===== src/rtl/memory_access_if.sv =====
// Data-memory request/acknowledge bus between the memory stage and the data memory.
//   memReq   : access request, held until memAck
//   memWe    : 1 = write, 0 = read (valid with memReq)
//   memAddr  : word address (bits [1:0] always 0)
//   memWData : store data
//   memAck   : memory completes the access this cycle
//   memRData : load data, valid with memAck
interface memory_access_if;
   logic        memReq;
   logic        memWe;
   logic [31:0] memAddr;
   logic [31:0] memWData;
   logic        memAck;
   logic [31:0] memRData;

   modport master (
      output memReq, memWe, memAddr, memWData,
      input  memAck, memRData
   );

   modport slave (
      input  memReq, memWe, memAddr, memWData,
      output memAck, memRData
   );
endinterface


===== src/rtl/memory_access.sv =====
// Memory stage plus MEM/WB pipeline register.
// Issues loads/stores from the EX/MEM bundle on the data-memory bus, stalls the
// upstream pipeline while an access is open, and registers the WriteBack bundle.
//
// Optional feature: define MEM_TIMEOUT_EN to abort accesses that are not
// acknowledged within TIMEOUT_CYCLES wait cycles (sets sticky busError).
//
// Ports:
//   clk, reset          clock (rising edge), async active-high reset
//   memControl          [0]=memRead, [1]=memWrite (both set behaves as write)
//   writeBackControlIn  [0]=memToReg, [1]=regWrite
//   resultIn            ALU result / effective address
//   storeData           store data (rt)
//   writeRegIn          destination register
//   stall               combinational hold request to the hazard unit
//   memBus              data-memory bus (master side)
//   writeBackControl, readData, result, writeReg   MEM/WB register
//   busError            sticky access-timeout flag
//
// State | meaning
// ------+----------------------------------------------------------
// IDLE  | no access open; ALU results pass through, memory ops issue
// WAIT  | memReq held, waiting for memAck (or timeout when enabled)
module memory_access #(
   parameter int          TIMEOUT_CYCLES = 64,
   parameter logic [31:0] BAD_READ_DATA  = 32'hDEADBEEF
) (
   input  logic                  clk,
   input  logic                  reset,
   input  logic [1:0]            memControl,
   input  logic [1:0]            writeBackControlIn,
   input  logic [31:0]           resultIn,
   input  logic [31:0]           storeData,
   input  logic [4:0]            writeRegIn,
   output logic                  stall,
   memory_access_if.master       memBus,
   output logic [1:0]            writeBackControl,
   output logic [31:0]           readData,
   output logic [31:0]           result,
   output logic [4:0]            writeReg,
   output logic                  busError
);

   typedef enum logic {S_IDLE = 1'b0, S_WAIT = 1'b1} state_t;

   state_t      state, stateNext;
   logic        memOp;
   logic        stallRaw;
   logic        reqQ, reqNext;
   logic        weQ, weNext;
   logic [31:0] addrQ, addrNext;
   logic [31:0] wDataQ, wDataNext;
   logic [1:0]  wbcNext;
   logic [31:0] readDataNext, resultNext;
   logic [4:0]  writeRegNext;

`ifdef MEM_TIMEOUT_EN
   localparam int TW = (TIMEOUT_CYCLES > 1) ? $clog2(TIMEOUT_CYCLES) : 1;
   logic [TW-1:0] tmr, tmrNext;
   logic          busErrQ, busErrNext;
`endif

   assign memOp = memControl[0] | memControl[1];

   // Reset must pull stall low immediately even if upstream still presents a memory op.
   assign stall = stallRaw & ~reset;

   assign memBus.memReq   = reqQ;
   assign memBus.memWe    = weQ;
   assign memBus.memAddr  = addrQ;
   assign memBus.memWData = wDataQ;

`ifdef MEM_TIMEOUT_EN
   assign busError = busErrQ;
`else
   assign busError = 1'b0;
`endif

   always_ff @(posedge clk or posedge reset) begin
      if (reset) begin
         state            <= S_IDLE;
         reqQ             <= 1'b0;
         weQ              <= 1'b0;
         addrQ            <= '0;
         wDataQ           <= '0;
         writeBackControl <= 2'b00;
         readData         <= '0;
         result           <= '0;
         writeReg         <= '0;
`ifdef MEM_TIMEOUT_EN
         tmr              <= '0;
         busErrQ          <= 1'b0;
`endif
      end else begin
         state            <= stateNext;
         reqQ             <= reqNext;
         weQ              <= weNext;
         addrQ            <= addrNext;
         wDataQ           <= wDataNext;
         writeBackControl <= wbcNext;
         readData         <= readDataNext;
         result           <= resultNext;
         writeReg         <= writeRegNext;
`ifdef MEM_TIMEOUT_EN
         tmr              <= tmrNext;
         busErrQ          <= busErrNext;
`endif
      end
   end

   always_comb begin
      stateNext    = state;
      stallRaw     = 1'b0;
      reqNext      = reqQ;
      weNext       = weQ;
      addrNext     = addrQ;
      wDataNext    = wDataQ;
      wbcNext      = 2'b00;
      readDataNext = readData;
      resultNext   = result;
      writeRegNext = writeReg;
`ifdef MEM_TIMEOUT_EN
      tmrNext      = tmr;
      busErrNext   = busErrQ;
`endif
      case (state)
         S_IDLE: begin
            if (memOp) begin
               stallRaw  = 1'b1;
               reqNext   = 1'b1;
               weNext    = memControl[1];
               addrNext  = {resultIn[31:2], 2'b00};
               wDataNext = storeData;
               stateNext = S_WAIT;
`ifdef MEM_TIMEOUT_EN
               // Down-counter: terminal count 0 marks the last allowed wait cycle.
               tmrNext   = TW'(TIMEOUT_CYCLES - 1);
`endif
            end else begin
               wbcNext      = writeBackControlIn;
               resultNext   = resultIn;
               writeRegNext = writeRegIn;
            end
         end
         S_WAIT: begin
            if (memBus.memAck) begin
               reqNext      = 1'b0;
               stateNext    = S_IDLE;
               wbcNext      = writeBackControlIn;
               resultNext   = resultIn;
               writeRegNext = writeRegIn;
               if (!weQ) readDataNext = memBus.memRData;
            end else begin
`ifdef MEM_TIMEOUT_EN
               if (tmr == '0) begin
                  // Abort: release the pipeline with the write suppressed.
                  reqNext      = 1'b0;
                  stateNext    = S_IDLE;
                  busErrNext   = 1'b1;
                  readDataNext = BAD_READ_DATA;
                  resultNext   = resultIn;
                  writeRegNext = writeRegIn;
               end else begin
                  stallRaw = 1'b1;
                  tmrNext  = tmr - 1'b1;
               end
`else
               stallRaw = 1'b1;
`endif
            end
         end
         default: stateNext = S_IDLE;
      endcase
   end

endmodule


===== src/flat_wrapper.sv =====
// flat-port wrapper written by rule: the top's interface ports become plain ports
module memory_access_flat 
#(
   parameter int          TIMEOUT_CYCLES = 64,
   parameter logic [31:0] BAD_READ_DATA  = 32'hDEADBEEF
)
  (clk, reset, memControl, writeBackControlIn, resultIn, storeData, writeRegIn, stall, writeBackControl, readData, result, writeReg, busError, memBus_memReq, memBus_memWe, memBus_memAddr, memBus_memWData, memBus_memAck, memBus_memRData);
  memory_access_if memBus_i ();
  input  logic clk;
  input  logic reset;
  input  logic [1:0] memControl;
  input  logic [1:0] writeBackControlIn;
  input  logic [31:0] resultIn;
  input  logic [31:0] storeData;
  input  logic [4:0] writeRegIn;
  output logic stall;
  output logic [1:0] writeBackControl;
  output logic [31:0] readData;
  output logic [31:0] result;
  output logic [4:0] writeReg;
  output logic busError;
  output wire logic [$bits(memBus_i.memReq)-1:0] memBus_memReq;
  output wire logic [$bits(memBus_i.memWe)-1:0] memBus_memWe;
  output wire logic [$bits(memBus_i.memAddr)-1:0] memBus_memAddr;
  output wire logic [$bits(memBus_i.memWData)-1:0] memBus_memWData;
  input wire logic [$bits(memBus_i.memAck)-1:0] memBus_memAck;
  input wire logic [$bits(memBus_i.memRData)-1:0] memBus_memRData;
  assign memBus_memReq = memBus_i.memReq;
  assign memBus_memWe = memBus_i.memWe;
  assign memBus_memAddr = memBus_i.memAddr;
  assign memBus_memWData = memBus_i.memWData;
  assign memBus_i.memAck = memBus_memAck;
  assign memBus_i.memRData = memBus_memRData;
  memory_access #(.TIMEOUT_CYCLES(TIMEOUT_CYCLES), .BAD_READ_DATA(BAD_READ_DATA)) u_core (.clk(clk), .reset(reset), .memControl(memControl), .writeBackControlIn(writeBackControlIn), .resultIn(resultIn), .storeData(storeData), .writeRegIn(writeRegIn), .stall(stall), .memBus(memBus_i), .writeBackControl(writeBackControl), .readData(readData), .result(result), .writeReg(writeReg), .busError(busError));
endmodule

===== config.mk =====
export PLATFORM = sky130hd
export DESIGN_NAME = memory_access_flat
export DESIGN_NICKNAME = d
export VERILOG_FILES = /design/src/rtl/memory_access_if.sv /design/src/rtl/memory_access.sv /design/src/flat_wrapper.sv
export SDC_FILE = /design/constraint.sdc
export NUM_CORES = 1
export LEC_CHECK = 0
export CAP_MARGIN = 40
export CORE_MARGIN = 2
export CORE_UTILIZATION = 42
export CTS_BUF_LIST = sky130_fd_sc_hd__clkbuf_2 sky130_fd_sc_hd__clkbuf_4 sky130_fd_sc_hd__clkbuf_8
export CTS_CLUSTER_DIAMETER = 40
export DETAILED_ROUTE_END_ITERATION = 8
export PLACE_DENSITY = 0.83
export SLEW_MARGIN = 20
export SYNTH_ARGS = -nofsm -noshare
export SYNTH_HDL_FRONTEND = slang
export SYNTH_SLANG_ARGS = --single-unit

===== constraint.sdc =====
create_clock -name clk -period 5.5 [get_ports clk]
set_input_delay 0.55 -clock clk [delete_from_list [all_inputs] [get_ports clk]]
set_output_delay 0.55 -clock clk [all_outputs]
set_load 0.005 [all_outputs]

==> impl_metrics.json, run 1 <==
{
  "layout_common_cells": "clkdlybuf4s50_1, dfrtp_1, mux2_2",
  "fin_crit_ns": 2.93,
  "cts-root-buf": "clkbuf_8",
  "hp-class": "primary input to async pin",
  "required_ns": 4.95,
  "grt_remaining_overflow": 0,
  "start_kind": "primary input",
  "path_clk_slew_ns": 0.08,
  "detailed_place_hpwl_um": 9430,
  "first_pass_iters": 3,
  "tritoncts": "yes",
  "track_usage_pct": 20.3,
  "synth_compound_area_share_pct": 0.689,
  "synthToLayoutAreaGrowth_pct": 59.4,
  "synth-adder-area-share_pct": 0,
  "cts_setup_buffers": 0,
  "layout.cells.non_filler": 714,
  "ir_worst_vdd_uv": 247,
  "ys_types": 18,
  "vias": 3464,
  "nFillCells": 889,
  "drcViolationCount": 0,
  "setup_tns_ns": 0,
  "cts_resized": 0,
  "yosysSeqAreaShare_pct": 66.9,
  "place.gp.congestion": 0.779,
  "die_x_um": 114,
  "synthesis.area_um2": 5090,
  "grt_pass1_vias": 3891,
  "maxCapViolations": 0,
  "seq_area_um2": 3400,
  "synth_top_family_by_area": "multiplexers",
  "finalHoldViolations": 0,
  "postCtsHoldBufs": 0,
  "num_antenna_cells": 0,
  "num_io_pins": 247,
  "period_share_pct": 53.3,
  "status": "finished, final reports clean",
  "placed_cells": 681,
  "synthCells": 302,
  "cts_buffers": 17,
  "core_area_um2": 11900,
  "start_util_pct": 42.7,
  "drive_gt1_share_pct": 24.5,
  "ant_nets": 0,
  "grt_max_degree": 63,
  "detailedPlace.worstSlack_ns": 2.54,
  "endpoint_kind": "primary output",
  "numPortBuffers": 243,
  "slew_headroom_pct": 53.7,
  "synthSimpleGateAreaFrac_pct": 0.738,
  "worst_slack_ns": 2.57,
  "drv_slew": 0,
  "finClkSkew_ns": 0.00687,
  "clk_path_buf_depth": 2,
  "clkLatencyLatePin_ns": 0.44,
  "cp.arrival_ns": 2.38,
  "setup_viol": 0,
  "worst_slew_pin_slew_ns": 0.695,
  "via_per_inst": 4.85,
  "critPathMaxFanout": 41,
  "drt-initial-drc-count": 81,
  "grt_pass1_wl_um": 19800,
  "rsz0062_at_grt": "no",
  "powerDensity_nw_per_um2": 396,
  "cts_sinks": 136,
  "reg2reg_slack_ns": 3.70,
  "rows": 40,
  "die-area_um2": 13000,
  "leakage_nw": 3.36,
  "wirelength_um": 12700,
  "synth_seq_cells": 136,
  "post_drt_wl_per_cell_um": 17.8,
  "synth.area.mux_share_pct": 29.0,
  "synth_xor_area_share_pct": 0,
  "antenna_found_initial": 0,
  "syn_area_per_cell_um2": 16.8,
  "yosys_warnings": 0,
  "die_h_um": 114,
  "multiInputGateArea_um2": 1580,
  "postLayoutCoreUtil_pct": 68.1,
  "final_common_cell": "clkdlybuf4s50_1",
  "path_class": "primary input to primary output",
  "htree_num_levels": 4,
  "fmax_mhz": 341,
  "hold_slack_ns": 0.472,
  "nNetsFinal": 662
}
## through the flow
step,area [um2],power (mW)
CTS,8090,3.25
global route,8110,3.38
detailed placement,7650,2.37
finish,8110,3.21
floorplan,5090,1.69
global placement,7650,2.33
## cells by family (layout without fill, tap and decap cells)
family	Yosys count	count (layout)
buffers and inverters	22	285
AO/OA/AOI/OAI	5	5
other	1	3
flip-flops	136	136
AND/OR/NAND/NOR	7	7
multiplexers	131	131
## state kept, by name (all words and copies together), names as in the netlist
name                     cells
u_core.memBus.memAddr       30
u_core.memBus.memWData      32
u_core.writeBackControl      2
u_core.readData             32
u_core.result               32
u_core.memBus.memWe          1
u_core.state                 1
u_core.writeReg              5
u_core.memBus.memReq         1
## cells in the mapped netlist
cell / instances / area share, %
a21oi_1: 1 / 0.098
and2_1: 2 / 0.25
buf_2: 12 / 1.2
buf_4: 3 / 0.44
buf_6: 3 / 0.66
conb_1: 1 / 0.074
dfrtp_1: 136 / 67
inv_1: 4 / 0.30
mux2_1: 33 / 7.3
mux2_2: 98 / 22
nand2_1: 1 / 0.074
nand2b_1: 1 / 0.12
nor2_1: 1 / 0.074
nor3_1: 1 / 0.098
o21ai_0: 2 / 0.20
o21bai_1: 1 / 0.15
o31ai_2: 1 / 0.25
or2_1: 1 / 0.12
## power breakdown
group	leakage (nW)	internal (mW)	switching (mW)	total (mW)
registers	1.59	1.25	0.130	1.38
logic	1.57	0.674	0.286	0.960
clock network	0.202	0.495	0.371	0.866
total	3.36	2.42	0.787	3.21
## final timing paths
path	startpoint	to	cells after the start
min reg2reg	u_core.result[2]$_DFFE_PP0P_	u_core.result[2]$_DFFE_PP0P_	1
min in group clk	u_core.result[2]$_DFFE_PP0P_	u_core.result[2]$_DFFE_PP0P_	1
max reg2reg	u_core.state$_DFF_PP0_	u_core.memBus.memAddr[9]$_DFFE_PP0P_	4
max	memControl[1]	stall	5
max in group asynchronous	reset	u_core.memBus.memAddr[27]$_DFFE_PP0P_	3
min	reset	u_core.memBus.memAddr[2]$_DFFE_PP0P_	2
## metal layers
metal	wire length (um)	vias to the layer above	GRT usage (%)
li1	-	1555	-
met1	4480	1717	20.2
met2	6720	159	36.1
met3	1100	33	8.34
met4	436	0	10.6
met5	0	-	0
## area by class of cell
cell class              count  share of cell area [%]
multi-input cells         146                    19.5
repair buffers            249                    30.7
clock buffers              21                    3.56
flip-flops and latches    136                    42.0
inverters                   4                   0.216
clock inverters            11                    1.79
well taps                 147                    2.27
## critical path: stages
cell             delay, ns
clkdlybuf4s50_1       0.53
o31ai_4               0.25
buf_4                 0.47
nor2_1                0.09
clkdlybuf4s50_1       0.47
Note: power is estimated with default switching activity, not from simulation.
==> run 2: changes to the inputs <==
==> constraint.sdc (replaced) <==
create_clock -name clk -period 2.9 [get_ports clk]
set_input_delay 0.29 -clock clk [delete_from_list [all_inputs] [get_ports clk]]
set_output_delay 0.29 -clock clk [all_outputs]
set_load 0.005 [all_outputs]
==> impl_metrics.json, run 2 (synthesized netlist as in run 1, its figures left out) <==
{
  "start_util_pct": 42.7,
  "num_antenna_cells": 0,
  "nNetsFinal": 662,
  "cp.arrival_ns": 1.80,
  "wirelength_um": 12800,
  "die_x_um": 114,
  "htree_num_levels": 4,
  "path_clk_slew_ns": 0.07,
  "cts_resized": 0,
  "rsz0062_at_grt": "no",
  "vias": 3411,
  "pwr-share-comb_pct": 29.8,
  "setup_viol": 0,
  "hp-class": "primary input to async pin",
  "seq_area_um2": 3400,
  "grt_max_degree": 72,
  "tritoncts": "yes",
  "drt-initial-drc-count": 133,
  "track_usage_pct": 20.1,
  "drv_slew": 0,
  "postLayoutCoreUtil_pct": 68.2,
  "antenna_found_initial": 0,
  "via_per_inst": 4.78,
  "reg2reg_slack_ns": 1.11,
  "reg2reg_depth": 3,
  "powerDensity_nw_per_um2": 757,
  "ir_worst_vdd_uv": 420,
  "rows": 40,
  "first_pass_iters": 4,
  "worst_slack_ns": 0.806,
  "maxCapViolations": 0,
  "detailed_place_hpwl_um": 9480,
  "critPathMaxFanout": 6,
  "layout_common_cells": "clkdlybuf4s50_1, dfrtp_1, mux2_2",
  "start_kind": "flop",
  "fin_crit_ns": 2.09,
  "status": "finished, final reports clean",
  "finClkSkew_ns": 0.00632,
  "clkPwrFrac_pct": 27.7,
  "leakage_nw": 3.39,
  "period_share_pct": 72.2,
  "clk_path_buf_depth": 2,
  "final_common_cell": "clkdlybuf4s50_1",
  "cts_sinks": 136,
  "cts_setup_buffers": 0,
  "nFillCells": 865,
  "drive_gt1_share_pct": 24.4,
  "endpoint_kind": "primary output",
  "setup_tns_ns": 0,
  "swShare_pct": 24.0,
  "core_area_um2": 11900,
  "fmax_mhz": 477,
  "worst_slew_pin_slew_ns": 0.611,
  "numPortBuffers": 243,
  "postCtsHoldBufs": 0,
  "seqPwrFrac_pct": 42.5,
  "post_drt_wl_per_cell_um": 17.9,
  "detailedPlace.worstSlack_ns": 0.732,
  "drcViolationCount": 0,
  "die-area_um2": 13000,
  "cts_buffers": 17,
  "clkLatencyLatePin_ns": 0.44,
  "cts-root-buf": "clkbuf_8",
  "grt_remaining_overflow": 0,
  "grt_pass1_wl_um": 19600,
  "required_ns": 2.61,
  "ant_nets": 0,
  "internal_power_mw": 4.68,
  "path_class": "flop to primary output",
  "finalHoldViolations": 0,
  "grt_pass1_vias": 3746,
  "place.gp.congestion": 0.750,
  "num_io_pins": 247,
  "multiInputGateArea_um2": 1580,
  "reg2reg_to": "u_core.result[19]$_DFFE_PP0P_",
  "slew_headroom_pct": 59.1,
  "power_switching_mw": 1.48,
  "synthToLayoutAreaGrowth_pct": 59.8,
  "die_h_um": 114,
  "r2r_start": "u_core.state$_DFF_PP0_"
}
-- run 2: cell types whose count changed in the layout (fill, tap and decap cells not counted), sizes merged --
cell	previous run	this run
clkinvlp	6	1
clkinv	2	5
bufinv	3	4
clkbuf	21	22
inv	4	3
-- run 2: worst max path at each step --
stage               slack, ns  cells after the start                                    end                    from
floorplan                0.92                      1  u_core.memBus.memAddr[10]$_DFFE_PP0P_                   reset
global placement         0.79                      4          u_core.result[15]$_DFFE_PP0P_           memControl[1]
detailed placement       0.73                      4          u_core.result[20]$_DFFE_PP0P_           memControl[1]
CTS                      0.77                      4                                  stall  u_core.state$_DFF_PP0_
global route             0.76                      4                                  stall  u_core.state$_DFF_PP0_
finish                   0.81                      4                                  stall  u_core.state$_DFF_PP0_
-- run 2: power groups by stage --
| stage | Combinational, mW | Clock [mW] | Sequential [mW] |
|---|---|---|---|
| 2_1_floorplan | 0.538 | 0 | 2.67 |
| 3_3_place_gp | 1.80 | 0 | 2.62 |
| 3_5_place_dp | 1.85 | 0 | 2.66 |
| 4_1_cts | 1.87 | 1.75 | 2.63 |
| 5_1_grt | 1.96 | 1.83 | 2.68 |
| 6_report | 1.84 | 1.70 | 2.62 |
-- run 2: area by class of cell --
class,count,share of cell area [%]
inverters,4,0.231
flip-flops and latches,136,41.9
clock buffers,22,3.65
multi-input cells,146,19.4
clock inverters,9,1.79
well taps,147,2.26
repair buffers,249,30.8
-- run 2: layer usage --
metal / vias to the layer above / routed length (um) / global-route usage [%]
met5: - / 0 / 0
met1: 1691 / 4870 / 22.2
li1: 1547 / - / -
met4: 0 / 266 / 8.37
met3: 25 / 1120 / 8.18
met2: 148 / 6520 / 34.5
-- run 2: critical path, cell delays in order, from the launching register on --
cell and delay, ns:
dfrtp_1 0.45, nand2_1 0.16, o31ai_4 0.09, nor2_1 0.13
clkdlybuf4s50_1 0.53
-- run 2: stage by stage --
stage	total power, mW	hold WS, ns	cells	cell area (um2)
floorplan	3.21	0.419	304	5100
global placement	4.42	0.472	682	7690
detailed placement	4.51	0.481	682	7690
CTS	6.25	0.289	713	8130
global route	6.47	0.333	713	8130
finish	6.16	0.300	713	8130
==> run 3: changes to the inputs <==
--- a/config.mk
+++ b/config.mk
@@ -7,11 +7,11 @@
 export LEC_CHECK = 0
 export CAP_MARGIN = 40
 export CORE_MARGIN = 2
-export CORE_UTILIZATION = 42
+export CORE_UTILIZATION = 38
 export CTS_BUF_LIST = sky130_fd_sc_hd__clkbuf_2 sky130_fd_sc_hd__clkbuf_4 sky130_fd_sc_hd__clkbuf_8
 export CTS_CLUSTER_DIAMETER = 40
 export DETAILED_ROUTE_END_ITERATION = 8
-export PLACE_DENSITY = 0.83
+export PLACE_DENSITY = 0.79
 export SLEW_MARGIN = 20
 export SYNTH_ARGS = -nofsm -noshare
 export SYNTH_HDL_FRONTEND = slang
==> constraint.sdc (replaced) <==
create_clock -name clk -period 1.7 [get_ports clk]
set_input_delay 0.17 -clock clk [delete_from_list [all_inputs] [get_ports clk]]
set_output_delay 0.17 -clock clk [all_outputs]
set_load 0.005 [all_outputs]
==> impl_metrics.json, run 3 (synthesized netlist as in run 1, its figures left out) <==
{
  "period_share_pct": 95.8,
  "power_mw": 9.90,
  "rsz0062_at_grt": "no",
  "critPathMaxFanout": 40,
  "antenna_found_initial": 0,
  "cp.arrival_ns": 1.93,
  "core_area_um2": 13100,
  "use_met1_pct": 19.3,
  "htree_num_levels": 4,
  "hp-class": "primary input to async pin",
  "ant_nets": 0,
  "track_usage_pct": 17.4,
  "detailed_place_hpwl_um": 8920,
  "die-area_um2": 14300,
  "status": "finished, final reports clean",
  "die_h_um": 120,
  "wirelength_um": 12100,
  "drcViolationCount": 0,
  "clkLatencyLatePin_ns": 0.41,
  "cts_buffers": 17,
  "gr-usage-met2_pct": 29.7,
  "placed_cells": 713,
  "drt-initial-drc-count": 81,
  "num_antenna_cells": 0,
  "start_kind": "flop",
  "fmax_mhz": 614,
  "drive_gt1_share_pct": 24.9,
  "final_common_cell": "clkdlybuf4s50_1",
  "setup_viol": 0,
  "nNetsFinal": 666,
  "use_met3_pct": 6.94,
  "start_util_pct": 38.7,
  "vias": 3448,
  "dpl_cell_area_um2": 7790,
  "rows": 42,
  "grt_max_degree": 81,
  "layout_common_cells": "clkdlybuf4s50_1, dfrtp_1, mux2_2",
  "final_cell_area_um2": 8150,
  "first_pass_iters": 4,
  "maxCapViolations": 0,
  "powerDensity_nw_per_um2": 1210,
  "finClkSkew_ns": 0.00593,
  "die_x_um": 120,
  "post_drt_wl_per_cell_um": 16.3,
  "drv_slew": 0,
  "ir_worst_vdd_uv": 585,
  "grt_pass1_wl_um": 19300,
  "fin_crit_ns": 1.63,
  "numPortBuffers": 243,
  "leakage_nw": 3.38,
  "tritoncts": "yes",
  "finalHoldViolations": 0,
  "grt_remaining_overflow": 0,
  "nFillCells": 1001,
  "place.gp.congestion": 0.755,
  "cts-root-buf": "clkbuf_8",
  "via_per_inst": 4.64,
  "path_clk_slew_ns": 0.07,
  "grt_pass1_vias": 3824,
  "num_io_pins": 247,
  "required_ns": 2.00,
  "clk_path_buf_depth": 2,
  "busiest_layer": "met2",
  "path_class": "flop to flop",
  "endpoint_kind": "flop",
  "layout.cells.non_filler": 743,
  "postCtsHoldBufs": 0,
  "synthToLayoutAreaGrowth_pct": 60.2,
  "cts_sinks": 136
}
-- run 3: cell types whose count changed in the layout (fill, tap and decap cells not counted), sizes merged --
cell,change
clkinv,-3
clkinvlp,+1
clkdlybuf4s15,+1
buf,+4
bufinv,-4
clkbuf,+3
clkdlybuf4s50,-1
-- run 3: power by group --
part	switching, mW	leakage, nW	total, mW	internal, mW
clock network	1.09	0.180	2.31	1.22
registers	0.414	1.59	4.47	4.05
logic	0.907	1.61	3.12	2.21
total	2.41	3.38	9.90	7.48
-- run 3: worst paths after layout --
check,depth (start not counted),slack (ns),startpoint,end
min,3,0.24,reset,u_core.state$_DFF_PP0_
min in group clk,2,0.32,writeBackControlIn[1],u_core.writeBackControl[1]$_DFF_PP0_
min reg2reg,1,0.49,u_core.readData[13]$_DFFE_PP0P_,u_core.readData[13]$_DFFE_PP0P_
max,4,0.07,u_core.state$_DFF_PP0_,u_core.result[28]$_DFFE_PP0P_
max reg2reg,4,0.07,u_core.state$_DFF_PP0_,u_core.result[28]$_DFFE_PP0P_
max in group asynchronous,3,1.07,reset,u_core.result[24]$_DFFE_PP0P_
-- run 3: routing by layer --
layer	up-vias	share of wire [%]
met3	20	8.1
met1	1707	39
met2	157	51
met4	0	2.0
li1	1564	-
met5	-	0
-- run 3: area by class of cell --
type                       instances  area (um2)  share of cell area [%]
inverter                           4        18.8                   0.230
clock inverter                     3        17.5                   0.215
sequential                       136        3400                    41.8
timing repair buffer             253        2580                    31.7
multi-input combinational        146        1580                    19.4
tap                              176         220                    2.70
clock buffer                      25         325                    3.99
-- run 3: critical path, cell delays in order, from the launching register on --
cell     delay [ns]
dfrtp_2        0.44
o31ai_4        0.28
buf_4          0.17
buf_12         0.23
mux2_2         0.37
-- run 3: through the flow --
step / setup slack, ns / util, % / hold slack [ns] / setup TNS, ns
after CTS: 0.00281 / 62.0 / 0.223 / 0
after global routing: 0.00251 / 62.0 / 0.253 / 0
after floorplan: -0.163 / - / 0.299 / -22.19
after global placement: -0.0407 / 59.3 / 0.467 / -2.12
after detailed placement: -0.0606 / 59.3 / 0.479 / -3.61
final: 0.0710 / 62.0 / 0.242 / 0
-- run 3: what timing repair did --
action / in CTS / in global routing
pin swaps: 1 / 1
gates resized for setup: 3 / 1
buffers inserted: 1 / 1
endpoints found under the setup margin: 1 / 1
